**src/rtl/mc_ctrl.sv**
```systemverilog
// mc_ctrl: multi-cycle RV32I control unit.
// Latches the fetched instruction into ir and sequences it through
// IDLE/FETCH/DECODE/EXEC/MEM/WB. Memory requests are held until mem_rdy.
// Retired instructions are counted. The unit traps on an illegal opcode or
// when a memory request waits too long. TRAP is left only by reset.
//
// Ports:
//   clk, rstn          clock, asynchronous active-low reset
//   instr              memory read data, captured as the instruction in FETCH
//   mem_rdy            memory completes the current request this cycle
//   br_taken           datapath branch-condition result, sampled in EXEC
//   mem_req            memory request (instruction fetch or data access)
//   MemWrite           data store strobe (MEM of a store)
//   IRWrite            instruction capture strobe
//   RegWrite           register-file write strobe
//   PCWrite            PC update, one pulse per retired instruction
//   NPCOp              next-PC select (PC+4, PC+immB, PC+immJ, rs1+immI)
//   ALUSrc/ALUOp/EXTOp ALU operand select, ALU operation, immediate type
//   DMType             data memory access width/signedness
//   WDSel              register write-data select (ALU, memory, PC+4)
//   trap, trap_cause   sticky trap flag and cause (01 illegal, 10 timeout)
//   instret            retired-instruction count, wraps
//   state              current FSM state, for debug
module mc_ctrl #(
   parameter int TIMEOUT = 16,
   parameter int CNT_W   = 32
) (
   input  logic             clk,
   input  logic             rstn,
   input  logic [31:0]      instr,
   input  logic             mem_rdy,
   input  logic             br_taken,
   output logic             mem_req,
   output logic             MemWrite,
   output logic             IRWrite,
   output logic             RegWrite,
   output logic             PCWrite,
   output logic [2:0]       NPCOp,
   output logic             ALUSrc,
   output logic [4:0]       ALUOp,
   output logic [2:0]       EXTOp,
   output logic [2:0]       DMType,
   output logic [1:0]       WDSel,
   output logic             trap,
   output logic [1:0]       trap_cause,
   output logic [CNT_W-1:0] instret,
   output logic [2:0]       state
);

   typedef enum logic [2:0] {
      S_IDLE   = 3'd0,
      S_FETCH  = 3'd1,
      S_DECODE = 3'd2,
      S_EXEC   = 3'd3,
      S_MEM    = 3'd4,
      S_WB     = 3'd5,
      S_TRAP   = 3'd6
   } state_t;

   localparam logic [6:0] OP_R     = 7'b0110011;
   localparam logic [6:0] OP_I     = 7'b0010011;
   localparam logic [6:0] OP_LD    = 7'b0000011;
   localparam logic [6:0] OP_ST    = 7'b0100011;
   localparam logic [6:0] OP_BR    = 7'b1100011;
   localparam logic [6:0] OP_JAL   = 7'b1101111;
   localparam logic [6:0] OP_JALR  = 7'b1100111;
   localparam logic [6:0] OP_LUI   = 7'b0110111;
   localparam logic [6:0] OP_AUIPC = 7'b0010111;

   localparam logic [4:0] ALU_NOP = 5'b00000, ALU_LUI = 5'b00001, ALU_AUIPC = 5'b00010,
                          ALU_ADD = 5'b00011, ALU_SUB = 5'b00100, ALU_SLL = 5'b00101,
                          ALU_SLT = 5'b00110, ALU_SLTU = 5'b00111, ALU_XOR = 5'b01000,
                          ALU_SRL = 5'b01001, ALU_SRA = 5'b01010, ALU_OR = 5'b01011,
                          ALU_AND = 5'b01100;

   localparam logic [2:0] EXT_NONE = 3'b000, EXT_S = 3'b001, EXT_I = 3'b010,
                          EXT_B = 3'b011, EXT_U = 3'b100, EXT_J = 3'b101;

   localparam logic [8:0] TIMEOUT_W = 9'(TIMEOUT);

   state_t      cur, nxt;
   logic [31:0] ir;
   logic [7:0]  wait_cnt;
   logic [1:0]  trap_code;
   logic        legal;
   logic        timeout_hit;
   logic [4:0]  dec_alu;
   logic        dec_src;
   logic [2:0]  dec_ext;
   logic [2:0]  dec_dm;

   logic [6:0] opcode;
   logic [2:0] funct3;
   logic [6:0] funct7;
   logic       is_ld, is_st, is_br;
   logic       ir_unused;

   assign opcode = ir[6:0];
   assign funct3 = ir[14:12];
   assign funct7 = ir[31:25];
   assign is_ld  = (opcode == OP_LD);
   assign is_st  = (opcode == OP_ST);
   assign is_br  = (opcode == OP_BR);
   // Register numbers and immediates belong to the datapath, not to control.
   assign ir_unused = ^{ir[24:15], ir[11:7]};

   assign state = cur;

   // The wait that would reach TIMEOUT traps, unless mem_rdy arrives in it.
   assign timeout_hit = !mem_rdy && (({1'b0, wait_cnt} + 9'd1) >= TIMEOUT_W);

   function automatic logic [4:0] alu_fn(input logic [2:0] f3, input logic alt);
      case (f3)
         3'b000:  return alt ? ALU_SUB : ALU_ADD;
         3'b001:  return ALU_SLL;
         3'b010:  return ALU_SLT;
         3'b011:  return ALU_SLTU;
         3'b100:  return ALU_XOR;
         3'b101:  return alt ? ALU_SRA : ALU_SRL;
         3'b110:  return ALU_OR;
         default: return ALU_AND;
      endcase
   endfunction

   // NOTE: every signal assigned in an always_comb gets a default first, so no
   // path through the case statements can leave it holding a value (latch).
   always_comb begin
      legal = 1'b0;
      case (opcode)
         OP_R:     legal = (funct7 == 7'h00) ||
                           (funct7 == 7'h20 && (funct3 == 3'b000 || funct3 == 3'b101));
         OP_I:     case (funct3)
                      3'b001:  legal = (funct7 == 7'h00);
                      3'b101:  legal = (funct7 == 7'h00) || (funct7 == 7'h20);
                      default: legal = 1'b1;
                   endcase
         OP_LD:    legal = funct3 inside {3'b000, 3'b001, 3'b010, 3'b100, 3'b101};
         OP_ST:    legal = funct3 inside {3'b000, 3'b001, 3'b010};
         OP_BR:    legal = !(funct3 inside {3'b010, 3'b011});
         OP_JALR:  legal = (funct3 == 3'b000);
         OP_JAL, OP_LUI, OP_AUIPC: legal = 1'b1;
         default:  legal = 1'b0;
      endcase
   end

   always_comb begin
      dec_alu = ALU_NOP;
      dec_src = 1'b0;
      dec_ext = EXT_NONE;
      case (opcode)
         OP_R:     dec_alu = alu_fn(funct3, funct7[5]);
         // For OP-IMM only the shifts use funct7[5]; addi never becomes sub.
         OP_I:     begin dec_alu = alu_fn(funct3, funct3 == 3'b101 && funct7[5]); dec_src = 1'b1; dec_ext = EXT_I; end
         OP_LD:    begin dec_alu = ALU_ADD;   dec_src = 1'b1; dec_ext = EXT_I; end
         OP_ST:    begin dec_alu = ALU_ADD;   dec_src = 1'b1; dec_ext = EXT_S; end
         OP_BR:    begin dec_alu = ALU_SUB;   dec_ext = EXT_B; end
         OP_JAL:   dec_ext = EXT_J;
         OP_JALR:  begin dec_alu = ALU_ADD;   dec_src = 1'b1; dec_ext = EXT_I; end
         OP_LUI:   begin dec_alu = ALU_LUI;   dec_src = 1'b1; dec_ext = EXT_U; end
         OP_AUIPC: begin dec_alu = ALU_AUIPC; dec_src = 1'b1; dec_ext = EXT_U; end
         default:  ;
      endcase
   end

   always_comb begin
      case (funct3)
         3'b000:  dec_dm = 3'b011;
         3'b001:  dec_dm = 3'b001;
         3'b100:  dec_dm = 3'b100;
         3'b101:  dec_dm = 3'b010;
         default: dec_dm = 3'b000;
      endcase
   end

   always_comb begin
      nxt       = cur;
      trap_code = 2'b00;
      mem_req   = 1'b0;
      MemWrite  = 1'b0;
      IRWrite   = 1'b0;
      RegWrite  = 1'b0;
      PCWrite   = 1'b0;
      NPCOp     = 3'b000;
      ALUSrc    = 1'b0;
      ALUOp     = ALU_NOP;
      EXTOp     = EXT_NONE;
      DMType    = 3'b000;
      WDSel     = 2'b00;
      // Decode fields hold from EXEC through WB so the datapath sees stable controls.
      if (cur == S_EXEC || cur == S_MEM || cur == S_WB) begin
         ALUOp  = dec_alu;
         ALUSrc = dec_src;
         EXTOp  = dec_ext;
      end
      case (cur)
         S_IDLE:   nxt = S_FETCH;
         S_FETCH: begin
            mem_req = 1'b1;
            if (mem_rdy) begin
               IRWrite = 1'b1;
               nxt     = S_DECODE;
            end else if (timeout_hit) begin
               nxt       = S_TRAP;
               trap_code = 2'b10;
            end
         end
         S_DECODE: begin
            if (legal) nxt = S_EXEC;
            else begin
               nxt       = S_TRAP;
               trap_code = 2'b01;
            end
         end
         S_EXEC: begin
            if (is_ld || is_st) nxt = S_MEM;
            else if (is_br) begin
               PCWrite = 1'b1;
               NPCOp   = br_taken ? 3'b001 : 3'b000;
               nxt     = S_FETCH;
            end else nxt = S_WB;
         end
         S_MEM: begin
            mem_req  = 1'b1;
            MemWrite = is_st;
            DMType   = dec_dm;
            if (mem_rdy) begin
               if (is_st) begin
                  PCWrite = 1'b1;
                  nxt     = S_FETCH;
               end else nxt = S_WB;
            end else if (timeout_hit) begin
               nxt       = S_TRAP;
               trap_code = 2'b10;
            end
         end
         S_WB: begin
            RegWrite = 1'b1;
            PCWrite  = 1'b1;
            nxt      = S_FETCH;
            if (is_ld) WDSel = 2'b01;
            else if (opcode == OP_JAL) begin
               WDSel = 2'b10;
               NPCOp = 3'b010;
            end else if (opcode == OP_JALR) begin
               WDSel = 2'b10;
               NPCOp = 3'b011;
            end
         end
         S_TRAP:   nxt = S_TRAP;
         default:  nxt = S_IDLE;
      endcase
   end

   // NOTE: sequential state uses non-blocking assignments so every register
   // samples the pre-edge values, independent of statement order.
   always_ff @(posedge clk or negedge rstn) begin
      if (!rstn) cur <= S_IDLE;
      else       cur <= nxt;
   end

   always_ff @(posedge clk or negedge rstn) begin
      if (!rstn) begin
         ir         <= '0;
         wait_cnt   <= '0;
         instret    <= '0;
         trap       <= 1'b0;
         trap_cause <= 2'b00;
      end else begin
         if (IRWrite) ir <= instr;
         // Counting only while stalled in FETCH/MEM also clears it on entry to either.
         if ((cur == S_FETCH || cur == S_MEM) && !mem_rdy) wait_cnt <= wait_cnt + 8'd1;
         else                                                wait_cnt <= '0;
         if (PCWrite) instret <= instret + CNT_W'(1);
         if (nxt == S_TRAP && cur != S_TRAP) begin
            trap       <= 1'b1;
            trap_cause <= trap_code;
         end
      end
   end

endmodule

```
**config.mk**
```make
export PLATFORM = sky130hd
export DESIGN_NAME = mc_ctrl
export DESIGN_NICKNAME = d
export VERILOG_FILES = /design/src/rtl/mc_ctrl.sv
export SDC_FILE = /design/constraint.sdc
export NUM_CORES = 1
export LEC_CHECK = 0
export ABC_CLOCK_PERIOD_IN_PS = 3550
export BUFFER_PORTS_ARGS = -buffer_cell sky130_fd_sc_hd__clkbuf_2
export CAP_MARGIN = 15
export CORE_ASPECT_RATIO = 1.25
export CORE_UTILIZATION = 41
export DETAILED_ROUTE_END_ITERATION = 16
export PLACE_DENSITY_LB_ADDON = 0.1
export SETUP_SLACK_MARGIN = 0.3
export SYNTH_ARGS = -nofsm -noshare
export SYNTH_HDL_FRONTEND = slang
export SYNTH_SLANG_ARGS = --single-unit
```
**constraint.sdc**
```tcl
create_clock -name clk -period 3.55 [get_ports clk]
set_input_delay 1.065 -clock clk [delete_from_list [all_inputs] [get_ports clk]]
set_output_delay 1.065 -clock clk [all_outputs]
set_load 0.1 [all_outputs]
```
; After elaboration in Yosys (flattened, before gate mapping)
; Index checks and enable logic that the tools add are counted.
[classes]
bitwise_logic = 0
div_mod_pow = 0
n_reduce_logical = 27
n_eq_ne = 24
muxes = 50
mul = 0
shifts = 0
magnitude_cmp = 1
addsub = 3
[op_table]
columns = op, count
row1 = case mux 4 bit (7 select lines), 2
row2 = 2-to-1 mux 3 bit, 11
row3 = "adder 32 x 1 -> 32 bit, second input constant", 1
row4 = "== test 7 x 6 -> 1 bit, second input constant", 4
row5 = case mux 4 bit (6 select lines), 1
row6 = 2-to-1 mux 2 bit, 11
row7 = "== test 3 bit, second input constant", 7
row8 = "== test 7 bit, second input constant", 3
row9 = case mux 3 bit (6 select lines), 1
row10 = 2-to-1 mux 1 bit, 15
row11 = case mux 3 bit (5 select lines), 1
row12 = "== test 7 x 5 -> 1 bit, second input constant", 2
row13 = "== test 3 x 2 -> 1 bit, second input constant", 4
row14 = case mux 3 bit (4 select lines), 1
row15 = "adder 8 x 1 -> 9 bit, second input constant", 1
row16 = ">= comparator 9 x 5 -> 1 bit, second input constant", 1
row17 = OR reduction 3 bit, 3
row18 = "adder 8 x 1 -> 8 bit, second input constant", 1
row19 = 2-to-1 mux 8 bit, 1
row20 = case mux 2 bit (2 select lines), 2
row21 = "== test 7 x 2 -> 1 bit, second input constant", 1
row22 = logical NOT 7 bit, 1
row23 = logical OR 1 bit, 7
row24 = case mux 1 bit (7 select lines), 1
row25 = other kinds (13), 22
[totals]
memories = 0
wordCells = 111
out_inout_bits = 60
input_bits = 36
latchBits = 0
mem_bits_ro = 0
ramBits = 0
reg_bits = 78

; Logic depth before layout (Yosys ltp)
; Gate-level depths: netlist of the first run.
[logic_depth]
word_depth = 9
mapped_depth = 8
depth_no_buf = 7

; Worst setup path before layout of the first run
; No wires, ideal clock.
[synth_timing]
kind = reg-to-output
start = register cur[1] (netlist: state[1])
end = output port ALUOp[3]
required_time_ns = 2.485
setup_slack_ns = -2.110
arrival_time_ns = 4.595
stages_incl_launch_ff = 6
n_path_buf = 1
path_cell_list = dfrtp_1 -> buf_2 -> inv_1 -> nor3_1 -> nor2_1 -> nor4_1
[synth_via]
elab_chain_cells = 4
word_cells_on_any_way = 6
classes_between = eq/ne: 3 / mux: 1 / reduce/logical: 2
[synth_rtl]
columns = element, line
row1 = "start, declared", 81  ; state_t cur, nxt;
row2 = "start signal, assigned", 258  ; else cur <= nxt;
row3 = == test 3 x 2 -> 1 bit or == test 3 bit (tied branches), 190  ; if (cur == S_EXEC || cur == S_MEM || cur == S_WB) begin
row4 = logical OR 1 bit, 190
row5 = logical OR 1 bit *, 190
row6 = 2-to-1 mux 5 bit *, 190
row7 = "end, declared", 40  ; output logic [4:0] ALUOp,
; Mark *: on every way between the ends. The rest lies on a longest branch, timed or not.

; Worst setup path after layout of the first run
[layout_timing]
start = register cur[0] (netlist: state[0])
end = output port ALUSrc
[layout_via]
elab_chain_cells = 4
word_cells_on_any_way = 6
classes_between = eq/ne: 3 / mux: 1 / reduce/logical: 2
[layout_rtl]
columns = element, line
row1 = == test 3 x 2 -> 1 bit or == test 3 bit (tied branches), 190
row2 = logical OR 1 bit, 190
row3 = logical OR 1 bit *, 190
row4 = 2-to-1 mux 1 bit *, 190
row5 = "end, declared", 39  ; output logic ALUSrc,
; Marks and branches as above.

==> results of run 1 <==
## cell families after synthesis
kind of cell               after synthesis  synth area share
AOI/OAI and AO/OA                       42           0.08854
muxes                                   18           0.05915
buffers and inverters                   24           0.03784
other                                    1          0.001101
xor gates and xnor gates                38           0.09993
DFF                                     63            0.4629
adders and majority gates                3           0.01102
and+or+nand+nor                        154            0.2395
## registers in the layout, indices dropped and copies added, names as in the netlist
signal and cells:
trap 1, instret 32, state 3, wait_cnt 8, ir 17, trap_cause 2
## repair_timing
item	4_1_cts	5_1_grt
setup buffers	2	5
pin swaps	1	1
gates resized for setup	18	9
setup endpoints to repair	10	13
## worst max-delay path, cell delays in order (launching register included)
cell and delay, ps:
dfrtp_4 500, inv_2 90, nor3_4 240, nor2_4 100, or3_4 380, a311oi_4 260, buf_12 210
## routing by layer
layer | routed length [um] | global-route usage
met3 | 364 | 0.04603
met4 | 100 | 0.05448
met1 | 3424 | 0.2296
met5 | 0 | 0
met2 | 3897 | 0.3191
## stage by stage
stage,utilization,instances,instance area (um^2),total power [W],setup WS [ps]
finish,0.5533,531,4387,0.003411,372.3
CTS,0.5467,526,4334,0.003393,268.1
global placement,0.5117,508,4056,0.002697,456.6
floorplan,-,344,3568,0.002413,-16.16
detailed placement,0.5117,508,4056,0.002714,430.6
global route,0.5533,531,4387,0.003606,282.4
## how the worst min path moves through the flow
stage,slack (ps),endpoint,depth (start not counted)
4_1_cts,480,instret[31],1
3_3_place_gp,470,instret[31],1
2_1_floorplan,470,ir[27],1
5_1_grt,510,instret[29],1
6_report,480,instret[31],1
3_5_place_dp,480,instret[31],1
## cell type report
type                       instances  share of cell area
timing repair buffer              92              0.1329
clock inverter                     4             0.01226
tap                               95             0.02710
sequential                        63              0.3628
inverter                           8            0.007701
clock buffer                      12             0.03309
multi-input combinational        257              0.4241
## power groups by stage
stage	clock network, W	logic [W]	registers [W]
after floorplan	0	0.00107	0.00135
after global placement	0	0.00151	0.00118
after detailed placement	0	0.00153	0.00119
after CTS	0.000649	0.00156	0.00118
after global routing	0.000681	0.00170	0.00122
final	0.000632	0.00159	0.00118
## Yosys cell counts (2+ instances only)
library cell	instances
mux2_2	17
inv_1	8
a311oi_1	3
nand2b_1	4
nor3b_1	5
nand3_1	22
clkbuf_1	6
buf_6	2
and4bb_2	2
nor3_1	13
and2_1	3
or4_1	4
a21oi_1	7
xor2_1	10
nand2_1	33
dfrtp_1	63
buf_4	2
o21ai_0	8
nand4_1	12
and3_1	9
o32ai_1	3
ha_1	3
a31oi_1	4
a211oi_1	3
nor2_1	32
xnor2_1	27
buf_2	5
nor4_1	2
==> flow_summary.json, run 1 <==
{
  "final_max_slew_viol_count": 0,
  "antenna-diode-count": 0,
  "clockBufferDepth": 2,
  "p_clk_frac": 0.185,
  "synth-warning-count": 0,
  "fin_crit_sh": 0.8951,
  "finalHoldViolCount": 0,
  "finalNetCount": 470,
  "synth_area_leaders": "dfrtp_1 (46%), xnor2_1 (6.9%), mux2_2 (5.6%), nand2_1 (3.6%), nor2_1 (3.5%)",
  "postRouteWirelength_um": 7786,
  "synth_largest_type_area_fraction": 0.4629,
  "run_status": "finished, final reports clean",
  "setup_viol_count_final": 0,
  "num_rows": 36,
  "postSynth.asyncResetShare": 1.000,
  "avgRoutedWirePerCell_um": 14.66,
  "clk-insertion-delay-late_ps": 330,
  "total_switching_power_w": 0.001671,
  "htree_levels": 3,
  "seq_area_frac_synth": 0.4629,
  "worst_hold_path_type": "reg2reg",
  "ys_seq_elements": 63,
  "maxSlewHeadroom": 0.4001,
  "dr.first_iter.drc_count": 72,
  "antenna_violations_before_repair": 0,
  "netSwitchingFraction": 0.4899,
  "worstReg2RegEnd": "trap_cause[1]",
  "max_clock_freq_ghz": 0.3147,
  "tightest_slew_ps": 899.8,
  "critPathMaxFanout": 12,
  "cap_violations": 0,
  "die-height_um": 103.9,
  "timing.setup.tns_ps": 0,
  "die_area_um2": 8678,
  "final.fill_count": 738,
  "numClockSinks": 63,
  "r2r-start": "ir[6]",
  "gate_count_of_the_mapped_netlist": 343,
  "syn_area_um2": 3406,
  "vias_per_cell": 5.347,
  "synthesis.area_per_instance_um2": 9.929,
  "netlist-cell-type-count": 59,
  "worstSetupPathType": "reg2out",
  "sequentialPowerShare": 0.347,
  "setup.worst_path.end": "ALUSrc",
  "crit_arrival_ps": 2110,
  "finalClockSkew_ps": 12.91,
  "period_minus_slack_ps": 3178,
  "syn2layout_area_growth_pct": 28.80,
  "most-common-layout-cells": "clkbuf_2 (63), dfrtp_1 (57), nand2_1 (33)",
  "grtUsageTotal": 0.1855,
  "drive_above_1_share": 0.3807,
  "static_leakage_nw": 1.965,
  "power.combinational.fraction": 0.468,
  "layout.cells.most_common": "clkbuf_2",
  "worst_ep_required_time_ps": 2480,
  "vdd_ir_drop_max_mv": 0.5348,
  "ant_nets": 0,
  "core_um2": 7928,
  "power_report.internal_total_w": 0.001740,
  "detailedPlacementHpwl_um": 5622,
  "cts-root-buf": "clkbuf_8",
  "holdBufCountCts": 0,
  "start_util": 0.4296,
  "power-per-cell-area_nw_per_um2": 777.6,
  "worst_setup_path_start_kind": "register",
  "seqCellArea_um2": 1592,
  "r2r_cells": 5,
  "synth_top_area_cell": "dfrtp_1",
  "port_buf_inserts": 78,
  "fin_worst_hold_slack_ps": 482.9,
  "cts-buffers-inserted": 9,
  "r2r_setup_slack_ps": 1250,
  "critPathCaptureType": "output pin",
  "rsz0062_at_grt": "yes",
  "gr-total-overflow": 0,
  "synth-main-ff-cell": "dfrtp_1",
  "worstHoldStart": "instret[31]",
  "floorplan.io_pins": 96,
  "multiInputGateArea_um2": 1861,
  "first_global_vias": 2794,
  "vias": 2839,
  "grt_pass1_wl_um": 13080,
  "grt_start_max_net_pins": 38,
  "chipWidth_um": 83.52,
  "drt_pass_1_iters": 4,
  "clk_pin_slew_worst_paths_ps": 70,
  "drt_drc_violations_left": 0,
  "synth_edf_count": 0,
  "tritoncts": "done",
  "gp_congestion": 0.8146,
  "worst_setup_path_startpoint": "state[0]"
}
Note: power is estimated with default switching activity, not from simulation.
==> inputs of run 2 (changes only) <==
--- a/config.mk
+++ b/config.mk
@@ -5,7 +5,7 @@
 export SDC_FILE = /design/constraint.sdc
 export NUM_CORES = 1
 export LEC_CHECK = 0
-export ABC_CLOCK_PERIOD_IN_PS = 3550
+export ABC_CLOCK_PERIOD_IN_PS = 3000
 export BUFFER_PORTS_ARGS = -buffer_cell sky130_fd_sc_hd__clkbuf_2
 export CAP_MARGIN = 15
 export CORE_ASPECT_RATIO = 1.25
==> constraint.sdc (replaced) <==
create_clock -name clk -period 3 [get_ports clk]
set_input_delay 0.9 -clock clk [delete_from_list [all_inputs] [get_ports clk]]
set_output_delay 0.9 -clock clk [all_outputs]
set_load 0.1 [all_outputs]
==> flow_summary.json, run 2 (synthesized netlist as in run 1, its figures left out) <==
{
  "gr-total-overflow": 0,
  "avgRoutedWirePerCell_um": 14.96,
  "finalHoldViolCount": 0,
  "gp_congestion": 0.8141,
  "clk_pin_slew_worst_paths_ps": 80,
  "ant_nets": 0,
  "clockBufferDepth": 2,
  "maxSlewHeadroom": 0.6257,
  "antenna_violations_before_repair": 0,
  "cts-buffers-inserted": 9,
  "worst_ep_required_time_ps": 2100,
  "dr.first_iter.drc_count": 76,
  "pre_cts_ws_ps": 230.4,
  "final_max_slew_viol_count": 0,
  "floorplan.io_pins": 96,
  "vias": 2976,
  "syn2layout_area_growth_pct": 45.37,
  "htree_levels": 3,
  "finalPower_w": 0.004499,
  "grt_start_max_net_pins": 43,
  "layout.cells.most_common": "clkbuf_2",
  "worst_setup_path_start_kind": "register",
  "detailedPlacementHpwl_um": 5854,
  "tightest_slew_ps": 563.8,
  "worstSetupPathType": "reg2out",
  "crit_arrival_ps": 1990,
  "grtUsageTotal": 0.2009,
  "numClockSinks": 63,
  "critical_path.cell_chain": "nor3_4 > nor2_4 > or3_4 > a311oi_4 > buf_12",
  "fin_crit_sh": 0.9641,
  "antenna-diode-count": 0,
  "finalNetCount": 501,
  "met2_length_um": 4164,
  "final_non_filler_cell_total": 562,
  "critical_path.max_stage_delay_ps": 510,
  "rsz0062_at_grt": "yes",
  "drt_pass_1_iters": 4,
  "die-height_um": 103.9,
  "port_buf_inserts": 78,
  "run_status": "finished, final reports clean",
  "holdBufCountCts": 0,
  "crit_slowest_cell": "dfrtp_4",
  "final.fill_count": 677,
  "first_global_vias": 2944,
  "power-per-cell-area_nw_per_um2": 908.6,
  "critPathCaptureType": "output pin",
  "vdd_ir_drop_max_mv": 0.7280,
  "setup_slack_ps": 107.6,
  "max_clock_freq_ghz": 0.3457,
  "reg_top3": "instret: 32 flops, ir: 17 flops, wait_cnt: 8 flops",
  "topmost_layer_with_routed_signal_wires": "met4",
  "wirelength_met1_um": 3724,
  "core_um2": 7928,
  "drt_drc_violations_left": 0,
  "num_rows": 36,
  "drive_above_1_share": 0.4604,
  "die_area_um2": 8678,
  "most-common-layout-cells": "clkbuf_2 (58), dfrtp_1 (53), buf_4 (39)",
  "route.met3.wl_um": 381,
  "postRouteWirelength_um": 8408,
  "start_util": 0.4296,
  "clk-insertion-delay-late_ps": 340,
  "static_leakage_nw": 2.236,
  "post-route-cell-area_um2": 4951,
  "final_core_utilization": 0.6245,
  "cap_violations": 0,
  "chipWidth_um": 83.52,
  "finalClockSkew_ps": 8.960,
  "worst_hold_path_type": "reg2reg",
  "critPathMaxFanout": 4,
  "vias_per_cell": 5.295,
  "cts-root-buf": "clkbuf_8",
  "place_area_um2": 4302,
  "tritoncts": "done",
  "period_minus_slack_ps": 2892,
  "grt_pass1_wl_um": 14070,
  "numPlacedInstances": 515,
  "largest_reg_flops": 32,
  "setup_viol_count_final": 0,
  "registers.top_by_ff_count": "instret"
}
## run 2: cell types whose count changed in the layout (fill, tap and decap cells not counted), moves of 5 or more
| cell | before | now |
|---|---|---|
| clkbuf_2 | 63 | 58 |
| nor3_4 | 1 | 6 |
| buf_4 | 16 | 39 |
| buf_12 | 3 | 17 |
| clkbuf_4 | 8 | 1 |
| buf_6 | 0 | 7 |
## run 2: path summary, 6_finish.rpt
check                           depth (start not counted)  slack [ps]     endpoint        start
worst max-delay path                                    5         110       ALUSrc     state[2]
worst min-delay path                                    1         480  instret[31]  instret[31]
worst max register to register                          7         670  instret[23]        ir[3]
worst min register to register                          1         480  instret[31]  instret[31]
max in group asynchronous                               2        1950     state[0]         rstn
min in group asynchronous                               2         530  wait_cnt[4]         rstn
## run 2: area by class of cell
type | instances | area [um^2] | area share
repair buffers | 123 | 1035 | 0.2090
inverters | 8 | 32.53 | 0.006571
multi-input cells | 257 | 1996 | 0.4031
clock inverters | 6 | 45.04 | 0.009098
well taps | 95 | 118.9 | 0.02401
flip-flops and latches | 63 | 1597 | 0.3225
clock buffers | 10 | 127.6 | 0.02578
## run 2: timing repair
item,in CTS,in global routing
gates resized for setup,32,27
pin swaps,9,10
setup buffers,19,12
endpoints found under the setup margin,19,17
## run 2: worst max-delay path: cells and delay by family, from the launching register on
| family | cells | cell delay, ps |
|---|---|---|
| buf+inv | 1 | 220 |
| compound gates | 1 | 270 |
| simple gates | 3 | 660 |
| flops | 1 | 510 |
## run 2: power breakdown
group,internal (W),total (W),switching (W)
logic,0.000959,0.00254,0.00158
clock network,0.000304,0.000657,0.000353
registers,0.00105,0.00130,0.000252
## run 2: layer usage
metal | vias to the layer above | track usage
li1 | 1457 | -
met1 | 1436 | 0.2571
met2 | 69 | 0.3331
met3 | 14 | 0.05000
met4 | 0 | 0.06538
met5 | - | 0
## run 2: metrics by stage
step	hold slack [ps]	TNS, ps
6_report	475.2	0
5_1_grt	520.1	0
4_1_cts	484.2	0
3_5_place_dp	474.2	0
3_3_place_gp	469.0	0
2_1_floorplan	471.6	-3949
==> inputs of run 3 (changes only) <==
--- a/config.mk
+++ b/config.mk
@@ -8,8 +8,10 @@
 export ABC_CLOCK_PERIOD_IN_PS = 3000
 export BUFFER_PORTS_ARGS = -buffer_cell sky130_fd_sc_hd__clkbuf_2
 export CAP_MARGIN = 15
+export CELL_PAD_IN_SITES_DETAIL_PLACEMENT = 0
+export CELL_PAD_IN_SITES_GLOBAL_PLACEMENT = 2
 export CORE_ASPECT_RATIO = 1.25
-export CORE_UTILIZATION = 41
+export CORE_UTILIZATION = 32
 export DETAILED_ROUTE_END_ITERATION = 16
 export PLACE_DENSITY_LB_ADDON = 0.1
 export SETUP_SLACK_MARGIN = 0.3
==> flow_summary.json, run 3 (synthesized netlist as in run 1, its figures left out) <==
{
  "avgRoutedWirePerCell_um": 15.48,
  "first_global_vias": 3085,
  "most-common-layout-cells": "clkbuf_2 (57), dfrtp_1 (54), buf_4 (42)",
  "critical_path.max_stage_delay_ps": 480,
  "crit_slowest_cell": "dfrtp_4",
  "postRouteWirelength_um": 9305,
  "worst_hold_path_type": "reg2reg",
  "vias": 3046,
  "critPathMaxFanout": 4,
  "clockBufferDepth": 2,
  "numClockSinks": 63,
  "tightest_slew_ps": 552.8,
  "grt-busiest-layer": "met2",
  "r2r_cells": 7,
  "multiInputGateArea_um2": 2012,
  "clk-insertion-delay-late_ps": 330,
  "gp_congestion": 0.8025,
  "holdBufCountCts": 0,
  "worstReg2RegEnd": "instret[12]",
  "r2r-start": "ir[3]",
  "gr-usage-met3": 0.04021,
  "power-per-cell-area_nw_per_um2": 959.5,
  "floorplan.io_pins": 96,
  "cts-buffers-inserted": 9,
  "htree_levels": 3,
  "ant_nets": 0,
  "seqCellArea_um2": 1595,
  "die_area_um2": 11060,
  "fin_crit_sh": 0.9643,
  "vias_per_cell": 5.068,
  "final_max_slew_viol_count": 0,
  "crit_arrival_ps": 1990,
  "port_buf_inserts": 78,
  "antenna-diode-count": 0,
  "cts-root-buf": "clkbuf_16",
  "worst_ep_required_time_ps": 2100,
  "global_route.usage.met1": 0.2037,
  "timing.setup.tns_ps": 0,
  "final.fill_count": 987,
  "core_um2": 10210,
  "antenna_violations_before_repair": 0,
  "grt_start_max_net_pins": 64,
  "detailedPlacementHpwl_um": 6492,
  "finalPower_w": 0.005005,
  "registers.top_by_ff_count": "instret",
  "drive_above_1_share": 0.4619,
  "finalHoldViolCount": 0,
  "worst_setup_path_start_kind": "register",
  "maxSlewHeadroom": 0.6331,
  "largest_reg_flops": 32,
  "setup_viol_count_final": 0,
  "dr.first_iter.drc_count": 116,
  "worstSetupPathType": "reg2out",
  "max_clock_freq_ghz": 0.3457,
  "die-height_um": 117.3,
  "drt_pass_1_iters": 4,
  "critPathCaptureType": "output pin",
  "syn2layout_area_growth_pct": 53.16,
  "chipWidth_um": 94.28,
  "static_leakage_nw": 2.315,
  "met2_global_route_usage": 0.3211,
  "hold-path-cell-count": 1,
  "start_util": 0.3336,
  "r2r_setup_slack_ps": 730,
  "tritoncts": "done",
  "drt_drc_violations_left": 0,
  "num_rows": 41,
  "clk_pin_slew_worst_paths_ps": 50,
  "reg_top3": "instret: 32 flops, ir: 17 flops, wait_cnt: 8 flops",
  "grt_pass1_wl_um": 15380,
  "worst_setup_path_startpoint": "state[1]",
  "finalNetCount": 507,
  "vdd_ir_drop_max_mv": 0.4555,
  "rsz0062_at_grt": "yes",
  "grtUsageTotal": 0.1823,
  "cap_violations": 0,
  "setup.worst_path.end": "ALUSrc",
  "finalClockSkew_ps": 5.492,
  "layout.cells.most_common": "clkbuf_2",
  "period_minus_slack_ps": 2893,
  "run_status": "finished, final reports clean",
  "critical_path.cell_chain": "and2b_2 > nor2_4 > or3_4 > a311oi_4 > buf_12",
  "gr-total-overflow": 0
}
==> run 3: area by class of cell <==
| type | instances | share of cell area |
|---|---|---|
| sequential | 63 | 0.3058 |
| multi-input combinational | 257 | 0.3857 |
| tap | 129 | 0.03094 |
| clock inverter | 3 | 0.008155 |
| timing repair buffer | 129 | 0.2140 |
| inverter | 8 | 0.006237 |
| clock buffer | 12 | 0.04917 |
==> run 3: metal layers <==
layer,vias to the layer above,routed length (um),part of all wire
li1,1468,-,-
met1,1486,3678,0.40
met2,75,5076,0.55
met3,17,344,0.037
met4,0,206,0.022
met5,-,0,0
==> run 3: what timing repair did <==
| item | CTS | global route |
|---|---|---|
| setup buffers | 21 | 9 |
| resized for setup | 36 | 28 |
| setup endpoints to repair | 19 | 18 |
| pin swaps | 14 | 13 |
==> run 3: where the power goes <==
part | internal (W) | switching (W)
Sequential | 0.00105 | 0.000256
Combinational | 0.00101 | 0.00163
Clock | 0.000682 | 0.000368
Total | 0.00275 | 0.00226
==> run 3: per-stage QoR <==
stage	hold slack (ps)	util	setup WS, ps	area (um^2)	cells
after CTS	477.0	0.4923	90.73	5026	592
after floorplan	471.6	-	-401.2	3580	344
after global placement	460.8	0.4319	196.7	4409	556
after global routing	509.3	0.5110	56.43	5216	601
final	476.8	0.5110	107.1	5216	601
after detailed placement	465.3	0.4319	195.6	4409	556
==> run 3: worst max-delay path: cells and delay by family (launching register included) <==
kind / cells / cell delay, ps
flops: 1 / 480
buf+inv: 1 / 220
simple gates: 3 / 670
compound gates: 1 / 290
==> run 3: worst min path at each step <==
stage,startpoint,end
floorplan,ir[27],ir[27]
global route,instret[31],instret[31]
detailed placement,instret[31],instret[31]
CTS,instret[31],instret[31]
finish,instret[31],instret[31]
global placement,instret[31],instret[31]
